==> src/rtl/keypad_pkg.sv <==
// Shared types and constants for the 4x4 matrix keypad scanner.
package keypad_pkg;

    typedef enum logic [2:0] {
        SCAN     = 3'd0,
        DEBOUNCE = 3'd1,
        HELD     = 3'd2,
        RELEASE  = 3'd3
    } state_t;

    localparam logic [3:0] KEY_NONE = 4'hF;

    typedef struct packed {
        logic       valid;
        logic [3:0] code;
    } key_entry_t;

    // Indexed {row, col}; the '#' position (r3, c2) is marked invalid.
    localparam key_entry_t KEY_MAP [16] = '{
        5'h11, 5'h12, 5'h13, 5'h1A,
        5'h14, 5'h15, 5'h16, 5'h1B,
        5'h17, 5'h18, 5'h19, 5'h1C,
        5'h1E, 5'h10, 5'h0F, 5'h1D
    };

    function automatic key_entry_t key_lookup(input logic [1:0] row, input logic [1:0] col);
        return KEY_MAP[{row, col}];
    endfunction

endpackage

==> src/rtl/keypad_row_sync.sv <==
// Row input synchronizer of configurable depth; every stage resets to all-ones (no key).
module keypad_row_sync #(
    parameter int unsigned DEPTH = 1
) (
    input  logic       clk,
    input  logic       rst_n,
    input  logic [3:0] i_rows,
    output logic [3:0] o_rows
);

    logic [3:0] r_pipe [DEPTH];

    always_ff @(posedge clk or negedge rst_n) begin
        if (!rst_n) begin
            for (int i = 0; i < int'(DEPTH); i++) r_pipe[i] <= 4'hF;
        end else begin
            r_pipe[0] <= i_rows;
            for (int i = 1; i < int'(DEPTH); i++) r_pipe[i] <= r_pipe[i-1];
        end
    end

    assign o_rows = r_pipe[DEPTH-1];

endmodule

==> src/rtl/keypad_scanner.sv <==
// 4x4 keypad column scanner with press/release debounce and key encoding.
// Define KEYPAD_SYNC2_EN for a two-flop row synchronizer (default: single flop).
module keypad_scanner
    import keypad_pkg::*;
#(
    parameter int unsigned SCAN_DIV     = 1000,
    parameter int unsigned DEBOUNCE_CNT = 20000
) (
    input  logic       clk,
    input  logic       rst_n,
    input  logic [3:0] row_i,
    output logic [3:0] col_o,
    output logic [3:0] sample,
    output logic       key_valid,
    output logic [3:0] debug
);

    localparam int unsigned DIV_W = $clog2(SCAN_DIV) + 1;
    localparam int unsigned DEB_W = $clog2(DEBOUNCE_CNT) + 1;
`ifdef KEYPAD_SYNC2_EN
    localparam int unsigned SYNC_DEPTH = 2;
`else
    localparam int unsigned SYNC_DEPTH = 1;
`endif

    state_t             r_state;
    logic [3:0]         r_col;
    logic [DIV_W-1:0]   r_div;
    logic [DEB_W-1:0]   r_deb;
    logic [3:0]         r_rows_lat;
    logic [3:0]         r_sample;
    logic               r_key_valid;

    logic [3:0]         w_rows_s;
    logic [1:0]         w_col_idx;
    logic [3:0]         w_valid_col;
    logic [3:0]         w_code_col [4];
    logic [3:0]         w_press_mask;
    logic [3:0]         w_lat_mask;
    logic               w_pressed;
    logic [3:0]         w_key_code;
    key_entry_t         w_entry;

    keypad_row_sync #(.DEPTH(SYNC_DEPTH)) u_row_sync (
        .clk    (clk),
        .rst_n  (rst_n),
        .i_rows (row_i),
        .o_rows (w_rows_s)
    );

    // Decode the driven column, mask the '#' position and pick the lowest low row.
    always_comb begin
        w_col_idx   = 2'd0;
        w_valid_col = '0;
        w_entry     = '0;
        w_key_code  = KEY_NONE;
        for (int c = 0; c < 4; c++) begin
            if (!r_col[c]) w_col_idx = 2'(c);
        end
        for (int r = 0; r < 4; r++) begin
            w_entry        = key_lookup(2'(r), w_col_idx);
            w_valid_col[r] = w_entry.valid;
            w_code_col[r]  = w_entry.code;
        end
        w_press_mask = ~w_rows_s & w_valid_col;
        w_lat_mask   = ~r_rows_lat & w_valid_col;
        w_pressed    = |w_press_mask;
        for (int r = 3; r >= 0; r--) begin
            if (w_lat_mask[r]) w_key_code = w_code_col[r];
        end
    end

    always_ff @(posedge clk or negedge rst_n) begin
        if (!rst_n) begin
            r_state     <= SCAN;
            r_col       <= 4'b1110;
            r_div       <= '0;
            r_deb       <= '0;
            r_rows_lat  <= 4'hF;
            r_sample    <= KEY_NONE;
            r_key_valid <= 1'b0;
        end else begin
            r_key_valid <= 1'b0;
            case (r_state)
                SCAN: begin
                    if (r_div == DIV_W'(SCAN_DIV - 1)) begin
                        // Divider is left at terminal so a failed debounce re-samples at once.
                        if (w_pressed) begin
                            r_rows_lat <= w_rows_s;
                            r_deb      <= '0;
                            r_state    <= DEBOUNCE;
                        end else begin
                            r_div <= '0;
                            r_col <= {r_col[2:0], r_col[3]};
                        end
                    end else begin
                        r_div <= r_div + DIV_W'(1);
                    end
                end
                DEBOUNCE: begin
                    if (w_rows_s != r_rows_lat) begin
                        r_state <= SCAN;
                    end else if (r_deb == DEB_W'(DEBOUNCE_CNT - 1)) begin
                        r_state     <= HELD;
                        r_sample    <= w_key_code;
                        r_key_valid <= 1'b1;
                    end else begin
                        r_deb <= r_deb + DEB_W'(1);
                    end
                end
                HELD: begin
                    if (w_rows_s == 4'hF) begin
                        r_deb   <= '0;
                        r_state <= RELEASE;
                    end
                end
                RELEASE: begin
                    if (w_rows_s != 4'hF) begin
                        r_state <= HELD;
                    end else if (r_deb == DEB_W'(DEBOUNCE_CNT - 1)) begin
                        r_sample <= KEY_NONE;
                        r_div    <= '0;
                        r_state  <= SCAN;
                    end else begin
                        r_deb <= r_deb + DEB_W'(1);
                    end
                end
                default: r_state <= SCAN;
            endcase
        end
    end

    assign col_o     = r_col;
    assign sample    = r_sample;
    assign key_valid = r_key_valid;
    assign debug     = {1'b0, r_state};

endmodule

==> config.mk <==
export PLATFORM = sky130hd
export DESIGN_NAME = keypad_scanner
export DESIGN_NICKNAME = d
export VERILOG_FILES = /design/src/rtl/keypad_pkg.sv /design/src/rtl/keypad_row_sync.sv /design/src/rtl/keypad_scanner.sv
export SDC_FILE = /design/constraint.sdc
export NUM_CORES = 1
export LEC_CHECK = 0
export ABC_AREA = 1
export CORE_UTILIZATION = 50
export CTS_BUF_LIST = sky130_fd_sc_hd__clkbuf_8
export DETAILED_ROUTE_END_ITERATION = 10
export HOLD_SLACK_MARGIN = 0.1
export MAX_ROUTING_LAYER = met4
export PLACE_DENSITY = 0.78
export SYNTH_ARGS = -nofsm -noshare
export SYNTH_HDL_FRONTEND = slang
export SYNTH_SLANG_ARGS = --single-unit
==> constraint.sdc <==
create_clock -name clk -period 2.3 [get_ports clk]
set_input_delay 0.46 -clock clk [delete_from_list [all_inputs] [get_ports clk]]
set_output_delay 0.46 -clock clk [all_outputs]
set_load 0.03 [all_outputs]
======== Yosys cells after proc, flatten, opt, wreduce, memory -nomap -nowiden ========
Memories as Yosys holds them, arrays and structs flattened.
Cells that the tools add are included.
W data, S select, Z words.
operators by class
  add/sub/neg operators ................... 2
  $lt $le $gt $ge ......................... 4
  equality and inequality tests ........... 18
  muxes and demuxes ....................... 43
  bitwise operators ....................... 9
  reduce and logical (&&, ||, !) cells .... 11
operators by type and width
  kind                     number
  $mux W16                 6
  $pmux W16 S4             1
  $mux W11                 4
  $mux W5                  8
  $mux W4                  8
  $pmux W11 S2             1
  $mux W3                  7
  $ge A5 B5 Y1 const B     4
  $add A16 B1 Y16 const B  1
  $eq A16 B15 Y1 const B   1
  $ne A2 B2 Y1 const B     7
  $pmux W3 S4              1
  $add A11 B1 Y11 const B  1
  $eq A11 B10 Y1 const B   1
  $not A4 Y5               2
  $reduce_and A5 Y1        2
  $ne A3 B3 Y1 const B     3
  $and A4 B4 Y4            2
  $not A4 Y4               2
  $pmux W4 S2              1
  $eq A3 B2 Y1 const B     2
  $reduce_and A3 Y1        2
  $reduce_and A6 Y1        1
  $not A2 Y5               1
  13 further kinds         18
word-level totals
  flip-flop bits (word level) ............. 47
  bits in read-only memories .............. 320
  input port bits ......................... 6
  output and inout bits ................... 13
  memories kept ........................... 4
memories
  memory            words  width  rd ports  clocked after memory_dff  write ports  line              text
  (name not given)  16     5      1         0                         0            keypad_pkg.sv:27  return KEY_MAP[{row, col}];
  (name not given)  16     5      1         0                         0            keypad_pkg.sv:27
  (name not given)  16     5      1         0                         0            keypad_pkg.sv:27
  (name not given)  16     5      1         0                         0            keypad_pkg.sv:27

======== Longest topological paths before layout ========
Gate-level depths: netlist (run 1).
  depth after elaboration ................. 15
  mapped depth ............................ 11

======== Cells and area by module ========
A second synthesis (run 1) with hierarchy kept.
unflattened totals
  cells, all modules ...................... 444
  area total of the unflattened synthesis .. 3,101.7 um^2
by module, submodules not included
  module           instances  cells each  area an instance (um^2)
  keypad_scanner   1          440         2,996.6
  keypad_row_sync  1          4           105.1

======== Worst setup path before layout (run 1) ========
No wires, ideal clock.
  path kind ............................... register -> register
  from .................................... register r_state[1]
  to ...................................... register r_deb[0]
  library setup time ...................... 0.120 ns
  arrival ................................. 1.833 ns
  slack ................................... 0.347 ns
  stages on the path, launching flop included .. 9
  path buffers ............................ 1
  period minus slack after synthesis ...... 1.953 ns
  path through ............................ dfrtp_1 > inv_1 > ha_1 > nor2_1 > nand3b_1 > nand3_4 > buf_2 > o21ai_1 > nand2_1
between the ends
  longest elaborated chain between the ends .. 3
RTL lines
  what                                                                 line                   text
  start: declaration                                                   keypad_scanner.sv:26   state_t r_state;
  start signal: assignment                                             keypad_scanner.sv:75   r_state <= SCAN;
  start signal: assignment                                             keypad_scanner.sv:91   r_state <= DEBOUNCE;
  start signal: assignment                                             keypad_scanner.sv:102  r_state <= SCAN;
  $eq A3 B2 Y1, or another cell as far along                           keypad_scanner.sv:84   case (r_state)
  $reduce_bool A4 Y1 (no line) / $ne A2 B2 Y1 (equally long branches)  -
  $reduce_and A6 Y1 (no line)                                          -
  end signal: assignment                                               keypad_scanner.sv:108  r_deb <= r_deb + DEB_W'(1);
  end signal: assignment                                               keypad_scanner.sv:125  r_deb <= r_deb + DEB_W'(1);
  end: declaration                                                     keypad_scanner.sv:29   logic [DEB_W-1:0] r_deb;
Several ways; a longest one is shown, not always the timed one.
A chain may end at the register's enable or synchronous reset.

======== Final worst setup path (run 1) ========
  from .................................... register r_deb[0]
  to ...................................... register r_div[7]
between the ends
  longest elaborated chain between the ends .. 3
RTL lines
  what                         line                   text
  $eq A16 B15 Y1               keypad_scanner.sv:120  end else if (r_deb == DEB_W'(DEBOUNCE_CNT - 1)) begin
  $ne A2 B2 Y1 (no line)       -
  $reduce_and A4 Y1 (no line)  -
  end signal: assignment       keypad_scanner.sv:97   r_div <= r_div + DIV_W'(1);
  end: declaration             keypad_scanner.sv:28   logic [DIV_W-1:0] r_div;
Every way passes these cells.

==> metrics.csv, run 1 <==
metric,value,unit
Initial DRT Pass Iterations,5,
layout net count,483,
leakage,1.635,nW
Crit Path Max Fanout,22,
most frequent cells after synthesis,"nand2_1 (135), nor2_1 (59), inv_1 (49)",
top-area cell type share of the netlist area,0.2467,
Fin Setup TNS,0,ns
Post-CTS Resized,0,
Clock Latency Late Sink,0.31,ns
postcts setup bufs,0,
minimum clock period,2.034,ns
"FF+latch count, synth",46,
sequential-to-total area share from yosys stat,0.3721,
distinct cell type count after synthesis,36,
routability congestion estimate from global placement,0.9141,
CP endpoint kind,flip-flop,
Port Buf Inserts,16,
asr flop ratio synth,1.000,
CORE AREA,5991,um2
Layout Skew,0.01055,ns
cell area after synthesis,3144,um2
drt drc,0,
initial antenna violation count,0,
first-pass GRT wire length,11270,um
Antenna diodes,0,
Cells after Synth,448,
top_reg_cell synth,dfrtp_1,
CP Class,flip-flop to flip-flop,
Hold Slack,0.1730,ns
row cnt,28,
Avg Inst Size Synth,7.018,um2
FMAX,0.4916,GHz
share of cells above drive strength 1,0.1368,
# hold bufs at CTS,0,
Post-Route WL,6725,um
RSZ-0062 raised after global routing,false,
die area,6610,um2
final hold violations,0,
CP startpoint kind,flip-flop,
CP Launch Point,r_deb[0],
status,"complete, no violations",
# fillers,570,
DIE WIDTH,81.30,um
synth top area cells,"dfrtp_1 (25%), nand2_1 (16%), dfstp_2 (13%), nor2_1 (7.0%), inv_1 (5.8%)",
total CTS buffers,5,
largest net degree at the start of global routing,28,
IO Pins,19,
largest delay contributor family on the critical path,simple AND/OR/NAND/NOR gates,
crit-path cells,ha_1 -> nand2_2 -> inv_2 -> nand2_4 -> nor2_2 -> nand2_1 -> nand2_1 -> nand3_2 -> o21ai_1,
Hold Crit Class,input pin to asynchronous set/reset pin,
final setup fails,0,
Die H,81.30,um
HPWL after detailed placement,4881,um
Max Root-Sink Buffers,2,
DRT iter0 DRCs,137,
yosys warns,0,
total power,0.001470,W
CP peak stage delay,0.41,ns
Final Cycle Share,0.8845,
max-slew violations,0,
Layout area overhead,10.82,%
routed vias,2820,
top-count cell post-synth,nand2_1,
cell taking the most area after synthesis,dfrtp_1,
RR Startpoint,r_deb[0],
MaxCap Viol Count,0,
Root Buffer,clkbuf_8,
htree depth,2,
overall global routing resource usage,0.2291,
Peak supply drop,0.3094,mV
worst path required time,2.51,ns
CTS clock-pin slew for the worst setup and hold paths,0.09,ns
Initial Util,0.5249,
"EDFF count, synth",0,
total grt overflow,0,
Worst path slowest cell,dfrtp_1,
Cell Pwr Density,421.8,nW/um2
WL/cell,12.38,um
Slew HR,0.5686,
TritonCTS sink count,46,
CP Buf/Inv Count,1,
Worst EP arrival,2.24,ns
most numerous cell on the critical path,nand2_1,
Via density,5.193,
Antenna Violating Nets Remaining,0,
CTS tree,yes,
vias in the first global route,2613,
Worst-Margin Slew,0.6471,ns
worst paths after layout:
| check | endpoint | slack (ns) | cells past startpoint |
|---|---|---|---|
| min in group clk | r_rows_lat[1] | 0.51 | 2 |
| min | r_deb[0] | 0.17 | 1 |
| max in group asynchronous | r_rows_lat[2] | 1.51 | 2 |
| max | r_div[7] | 0.27 | 9 |
| max reg2reg | r_div[7] | 0.27 | 9 |
| min reg2reg | r_rows_lat[1] | 0.51 | 2 |
area by class of cell:
class,instances,area [um2],share of cell area
Clock buffer,5,68.82,0.01975
Multi-Input combinational cell,337,1697,0.4869
Tap cell,75,93.84,0.02693
Sequential cell,46,1170,0.3357
Timing Repair Buffer,21,205.2,0.05889
Clock inverter,3,40.04,0.01149
Inverter,56,210.2,0.06032
per-layer routing:
metal / GRT usage / wire length, um / up-vias
li1: - / - / 1458
met1: 0.2672 / 3046 / 1278
met5: - / 0 / -
met4: 0.08393 / 116 / 0
met2: 0.3892 / 3281 / 71
met3: 0.04382 / 281 / 13
registers in the layout (all words and copies together), names as in the netlist:
name and flops:
r_deb 16, r_div 11, col_o 4, r_rows_lat 4, sample 4, u_row_sync.o_rows 4, r_state 2, key_valid 1
placed cells by master (no fill, tap or decap), types with 2 or more instances in the layout:
cell,count
nor2_2,4
buf_4,4
clkdlybuf4s50_1,15
inv_1,49
conb_1,2
nand3_1,24
o21ai_1,15
clkbuf_8,5
nand2_2,6
a21oi_1,5
o21ai_2,6
xor2_1,8
o21bai_1,3
dfstp_2,15
nand4_1,13
nand3_2,3
inv_2,7
nor2_1,59
nand3_4,2
ha_1,10
nor3_1,10
o21ai_0,22
nand2_1,135
clkinv_2,2
dfrtp_1,31
power breakdown:
part	switching, W	internal, W	total (W)
sequential	0.00000350	0.000816	0.000819
clock	0.000286	0.000320	0.000606
combinational	0.0000305	0.0000141	0.0000446
metrics by stage:
stage / setup WS [ns] / instance area, um2 / cells / utilization
after floorplan: 0.3469 / 3148 / 449 / -
after global placement: 0.3921 / 3376 / 535 / 0.5635
after detailed placement: 0.2925 / 3376 / 535 / 0.5635
after CTS: 0.2738 / 3485 / 543 / 0.5817
after global routing: 0.04301 / 3485 / 543 / 0.5817
final: 0.2657 / 3485 / 543 / 0.5817
cell families after synthesis:
| group | count (synthesis) | synth area share |
|---|---|---|
| AND/OR/NAND/NOR | 264 | 0.3796 |
| buffers and inverters | 66 | 0.08953 |
| AO/OA/AOI/OAI | 53 | 0.09550 |
| flip-flops | 46 | 0.3721 |
| adder cells (fa/ha/maj) | 10 | 0.03979 |
| XOR/XNOR | 8 | 0.02229 |
| other | 1 | 0.001193 |
Note: power is estimated with default switching activity, not from simulation.
==> run 2: changes to the inputs <==
Settings changed: CTS_CLUSTER_SIZE from default to 12.
==> results of run 2 <==
Final layout, timing and power as in run 1 (identical DEF).
==> run 3: changes to the inputs <==
Settings changed: CORE_UTILIZATION 50 to 62, PLACE_DENSITY 0.78 to 0.92.
==> run 3 against run 2 <==
Wire length down 2.8%. Sequential cell count unchanged. Hold slack better by 0.059 ns. Sequential share of layout area up 0.49 points. Largest cell class unchanged. Critical endpoint is now r_div[0]. Largest power group unchanged.
==> metrics.csv, run 3 (synthesis results as in run 1) <==
metric,value,unit
first-pass GRT wire length,12010,um
Root Buffer,clkbuf_8,
CTS tree,yes,
htree depth,2,
Antenna Violating Nets Remaining,0,
WL/cell,12.22,um
drt drc,0,
total grt overflow,0,
DRT iter0 DRCs,157,
r2r worst-path depth,10,
Layout area overhead,9.232,%
final setup fails,0,
Crit Path Max Fanout,22,
Clock Latency Late Sink,0.31,ns
IO Pins,19,
CORE AREA,4786,um2
share of cells above drive strength 1,0.1325,
HPWL after detailed placement,4769,um
Max Root-Sink Buffers,2,
minimum clock period,2.023,ns
Worst path slowest cell,dfrtp_1,
row cnt,25,
Initial DRT Pass Iterations,4,
largest net degree at the start of global routing,47,
CTS clock-pin slew for the worst setup and hold paths,0.09,ns
layout net count,483,
Die H,73.22,um
most frequent cells in the layout,"nand2_1 (135), nor2_1 (59), inv_1 (50)",
CP startpoint kind,flip-flop,
Worst-Margin Slew,0.5690,ns
Initial Util,0.6570,
status,"complete, no violations",
Hold Crit Class,input pin to asynchronous set/reset pin,
CP Class,flip-flop to flip-flop,
final hold violations,0,
max-slew violations,0,
total CTS buffers,5,
Port Buf Inserts,16,
MaxCap Viol Count,0,
leading registers by flop count,"r_deb: 16 flops, r_div: 11 flops",
Cell Pwr Density,389.8,nW/um2
Post-Route WL,6538,um
Via density,5.340,
CP endpoint kind,flip-flop,
flip-flop count of the largest register after layout,16,
Post-CTS Resized,0,
RR Startpoint,r_deb[0],
RSZ-0062 raised after global routing,false,
share of the core filled with cells,0.7176,
Antenna diodes,0,
worst path required time,2.48,ns
Layout Skew,0.008304,ns
most numerous cell on the critical path,nand2_1,
crit-path cells,ha_1 -> nand2_2 -> inv_2 -> nand2_4 -> nor2_2 -> nand2_1 -> nand2_1 -> nand3_2 -> nand2_1 -> o21ai_2,
die area,5360,um2
overall global routing resource usage,0.2961,
Worst EP arrival,2.20,ns
TritonCTS sink count,46,
DIE WIDTH,73.22,um
Slew HR,0.6206,
FMAX,0.4943,GHz
Peak supply drop,0.3257,mV
Final Cycle Share,0.8795,
leakage,1.619,nW
worst r2r dst,r_div[0],
vias in the first global route,2879,
routed vias,2857,
Fin Setup TNS,0,ns
"most common cell after layout, fill and taps aside",nand2_1,
Top reg by flops,r_deb,
# hold bufs at CTS,0,
postcts setup bufs,0,
CP peak stage delay,0.41,ns
initial antenna violation count,0,
r2r setup slk,0.28,ns
routability congestion estimate from global placement,0.9363,
==> run 3: changes by cell type in the layout (fill, tap and decap cells not counted) <==
cell,before,now
buf_4,4,5
clkinv_1,0,1
inv_1,49,50
bufinv_16,1,0
clkinv_2,2,1
buf_12,1,0
==> run 3: worst max-delay path, delay by kind of cell (launching register included) <==
family | cells | cell delay, ns
and+or+nand+nor | 7 | 1.11
DFF | 1 | 0.41
adders and majority gates | 1 | 0.21
buffers and inverters | 1 | 0.09
AOI/OAI and AO/OA | 1 | 0.07
==> run 3: metal layers <==
metal  track usage  part of all wire  vias up
met2        0.4887              0.49       81
met4        0.1176             0.014        0
met3       0.04972             0.045       12
met5             -                 0        -
met1        0.3607              0.45     1306
li1              -                 -     1458
==> run 3: cell type report <==
type	count	area (um2)
well taps	67	83.83
repair buffers	21	192.7
clock inverters	3	12.51
flip-flops and latches	46	1170
inverters	56	210.2
multi-input cells	337	1697
fillers	374	1351
clock buffers	5	68.82
==> run 3: power breakdown <==
part	switching [W]	leakage, nW	internal [W]
Sequential	0.00000391	0.574	0.000816
Combinational	0.0000294	0.998	0.0000119
Clock	0.000273	0.0468	0.000205
Total	0.000306	1.62	0.00103
==> run 3: worst max-delay path by stage <==
stage	from	slack [ns]	end	depth (start not counted)
4_1_cts	col_o[3]	0.28	col_o[3]	1
3_5_place_dp	r_deb[0]	0.31	r_div[5]	10
3_3_place_gp	r_deb[0]	0.42	r_div[0]	10
6_report	r_deb[0]	0.28	r_div[0]	10
5_1_grt	r_deb[0]	0.007	r_div[5]	10
2_1_floorplan	r_state[1]	0.35	r_deb[0]	8
==> run 3: metrics by stage <==
stage	power, W	setup slack (ns)	std cells	instance area, um2	hold slack [ns]
3_5_place_dp	0.0008770	0.3146	527	3353	0.4831
3_3_place_gp	0.0008756	0.4236	527	3353	0.4877
6_report	0.001339	0.2771	535	3435	0.2316
2_1_floorplan	0.0008519	0.3469	449	3148	0.1644
5_1_grt	0.001392	0.007082	535	3435	0.2876
4_1_cts	0.001353	0.2849	535	3435	0.2450
==> edit (config.mk and constraints of run 3) <==
The parameter `SCAN_DIV` goes from 1000 to 250.
--- a/src/rtl/keypad_scanner.sv
+++ b/src/rtl/keypad_scanner.sv
@@ -3,7 +3,7 @@
 module keypad_scanner
     import keypad_pkg::*;
 #(
-    parameter int unsigned SCAN_DIV     = 1000,
+    parameter int unsigned SCAN_DIV     = 250,
     parameter int unsigned DEBOUNCE_CNT = 20000
 ) (
     input  logic       clk,
Function: same outputs for any inputs over 10 cycles, from zero or initial values and one cycle with rst_n low; that may be too few to reach the edited logic, so the function may still have changed.
==> edit against run 3 <==
Cell count fell by 3.7%. Area after synthesis up 0.60%. Total power increased by 0.85%. First-iteration DRC count is 22% higher. Sequential cell count shrank 2. Highest routed layer unchanged. Largest power group unchanged. Final area shrank 0.36%. Routed wire length shrank 2.7%. Setup slack worse by 3.0 ps.
==> edit: results (changes against run 3) <==
Outcome: finished clean (unchanged)
DR iter-0 viols: 191 (was 157)
Largest registers: r_deb (16), r_div (9) (was r_deb (16), r_div (11))
Reg2reg end: r_deb[6] (was r_div[0])
Clock slew at reported path FFs: 90 ps (about the same)
Worst r2r src: r_state[0] (was r_deb[0])
ANT cells: 0 (unchanged)
R2R depth: 7 (was 10)
CP max stage delay: 680 ps (was 410 ps)
Vias in the first global route: 2579 (was 2879)
Total wire length: 6360 um (was 6540 um)
Non-filler cells, final: 515 (was 535)
Tot GR Track Use: 27.3% (was 29.6%)
Post-Synth XOR/XNOR Area: 2.77% (was 2.23%)
VDD IR max: 310 uV (was 326 uV)
Routability Congestion: 0.970 (was 0.936)
Hold Slack: 220 ps (was 232 ps)
Synth Area in Adders: 4.35% (was 3.98%)
PortBufs: 16 (unchanged)
Yosys cell types: 38 (was 36)
Drt pass-1 iters: 5 (was 4)
Fin nets: 464 (was 483)
Compound-Gate Fraction of Synth Area: 9.53% (was 9.55%)
Least-Margin Pin Slew: 756 ps (was 569 ps)
Largest cells by area after synthesis: dfrtp_1 (23%), nand2_1 (16%), dfstp_2 (12%) (was dfrtp_1 (25%), nand2_1 (16%), dfstp_2 (13%))
Largest net degree at the start of global routing: 34 (was 47)
Detailed placement HPWL: 4660 um (was 4770 um)
Ratio of cells with drive above 1 in the final layout: 15.2% (was 13.2%)
Skew final: 9.02 ps (was 8.30 ps)
Placed Instances: 507 (was 527)
Leak pwr: 1.53 nW (was 1.62 nW)
Seq/Total Area, Yosys: 35.4% (was 37.2%)
Slowest cell on the critical path: clkdlybuf4s50_1 (was dfrtp_1)
Crit path DAT: 1570 ps (was 2200 ps)
Syn Inst Count: 431 (was 448)
Crit Path Max Fanout: 7 (was 22)
Top delay family on crit path: buffers and inverters (was simple AND/OR/NAND/NOR gates)
Sw Share: 23.2% (was 22.9%)
Post-synth top cells: nand2_1 (138), nor2_1 (50), inv_1 (48), dfrtp_1 (29), nand3_1 (19) (was nand2_1 (135), nor2_1 (59), inv_1 (49), dfrtp_1 (31), nand3_1 (24))
First-pass GRT wire length: 11100 um (was 12000 um)
Vias: 2716 (was 2857)
Pre-CTS WS: 365 ps (was 315 ps)
Flop2flop setup slack: 340 ps (was 280 ps)
-- edit: changes by cell type in the layout (fill, tap and decap cells not counted), moves of 5 or more --
cell      change
o21ai_1      -12
o21ai_0       -9
nand3_1       -5
nor2_1        -9
o21bai_1     +13
nor3_1        -5
-- edit: worst max-delay path by stage --
stage                     startpoint        end  slack [ps]
after CTS                   col_o[3]   col_o[3]         270
after global placement    r_state[0]  r_deb[15]         470
after global routing      r_state[0]   r_deb[6]         140
after detailed placement  r_state[0]   r_deb[6]         370
final                       col_o[3]   col_o[3]         270
after floorplan           r_state[0]   r_deb[0]         480
-- edit: metrics by stage --
step / power, mW / area (um2)
2_1_floorplan: 0.815 / 3170
3_3_place_gp: 0.838 / 3330
3_5_place_dp: 0.840 / 3330
4_1_cts: 1.36 / 3420
5_1_grt: 1.40 / 3420
6_report: 1.35 / 3420
-- edit: layer usage --
metal	global-route usage, %	vias up	part of all wire, %
li1	-	1372	-
met1	34.1	1252	45
met2	43.4	78	47
met3	6.45	14	6.1
met4	9.40	0	1.6
met5	-	-	0
-- edit: final cells by class --
type	instances	area (um2)
inverter	56	210
clock inverter	2	13.8
clock buffer	6	82.6
sequential	44	1120
tap	67	83.8
fill	402	1400
multi-input combinational	323	1750
timing repair buffer	17	163
-- edit: power by group through the flow --
stage	clock (mW)	combinational (mW)	sequential, mW
6_report	0.526	0.0412	0.783
5_1_grt	0.566	0.0470	0.784
4_1_cts	0.533	0.0425	0.783
3_5_place_dp	0	0.0424	0.797
3_3_place_gp	0	0.0411	0.797
2_1_floorplan	0	0.0183	0.797
-- edit: cells by family after synthesis --
family          count (synthesis)
compound gates                 46
xor+xnor                       10
fa+ha+maj                      11
buf+inv                        65
flops                          44
other cells                     1
simple gates                  254
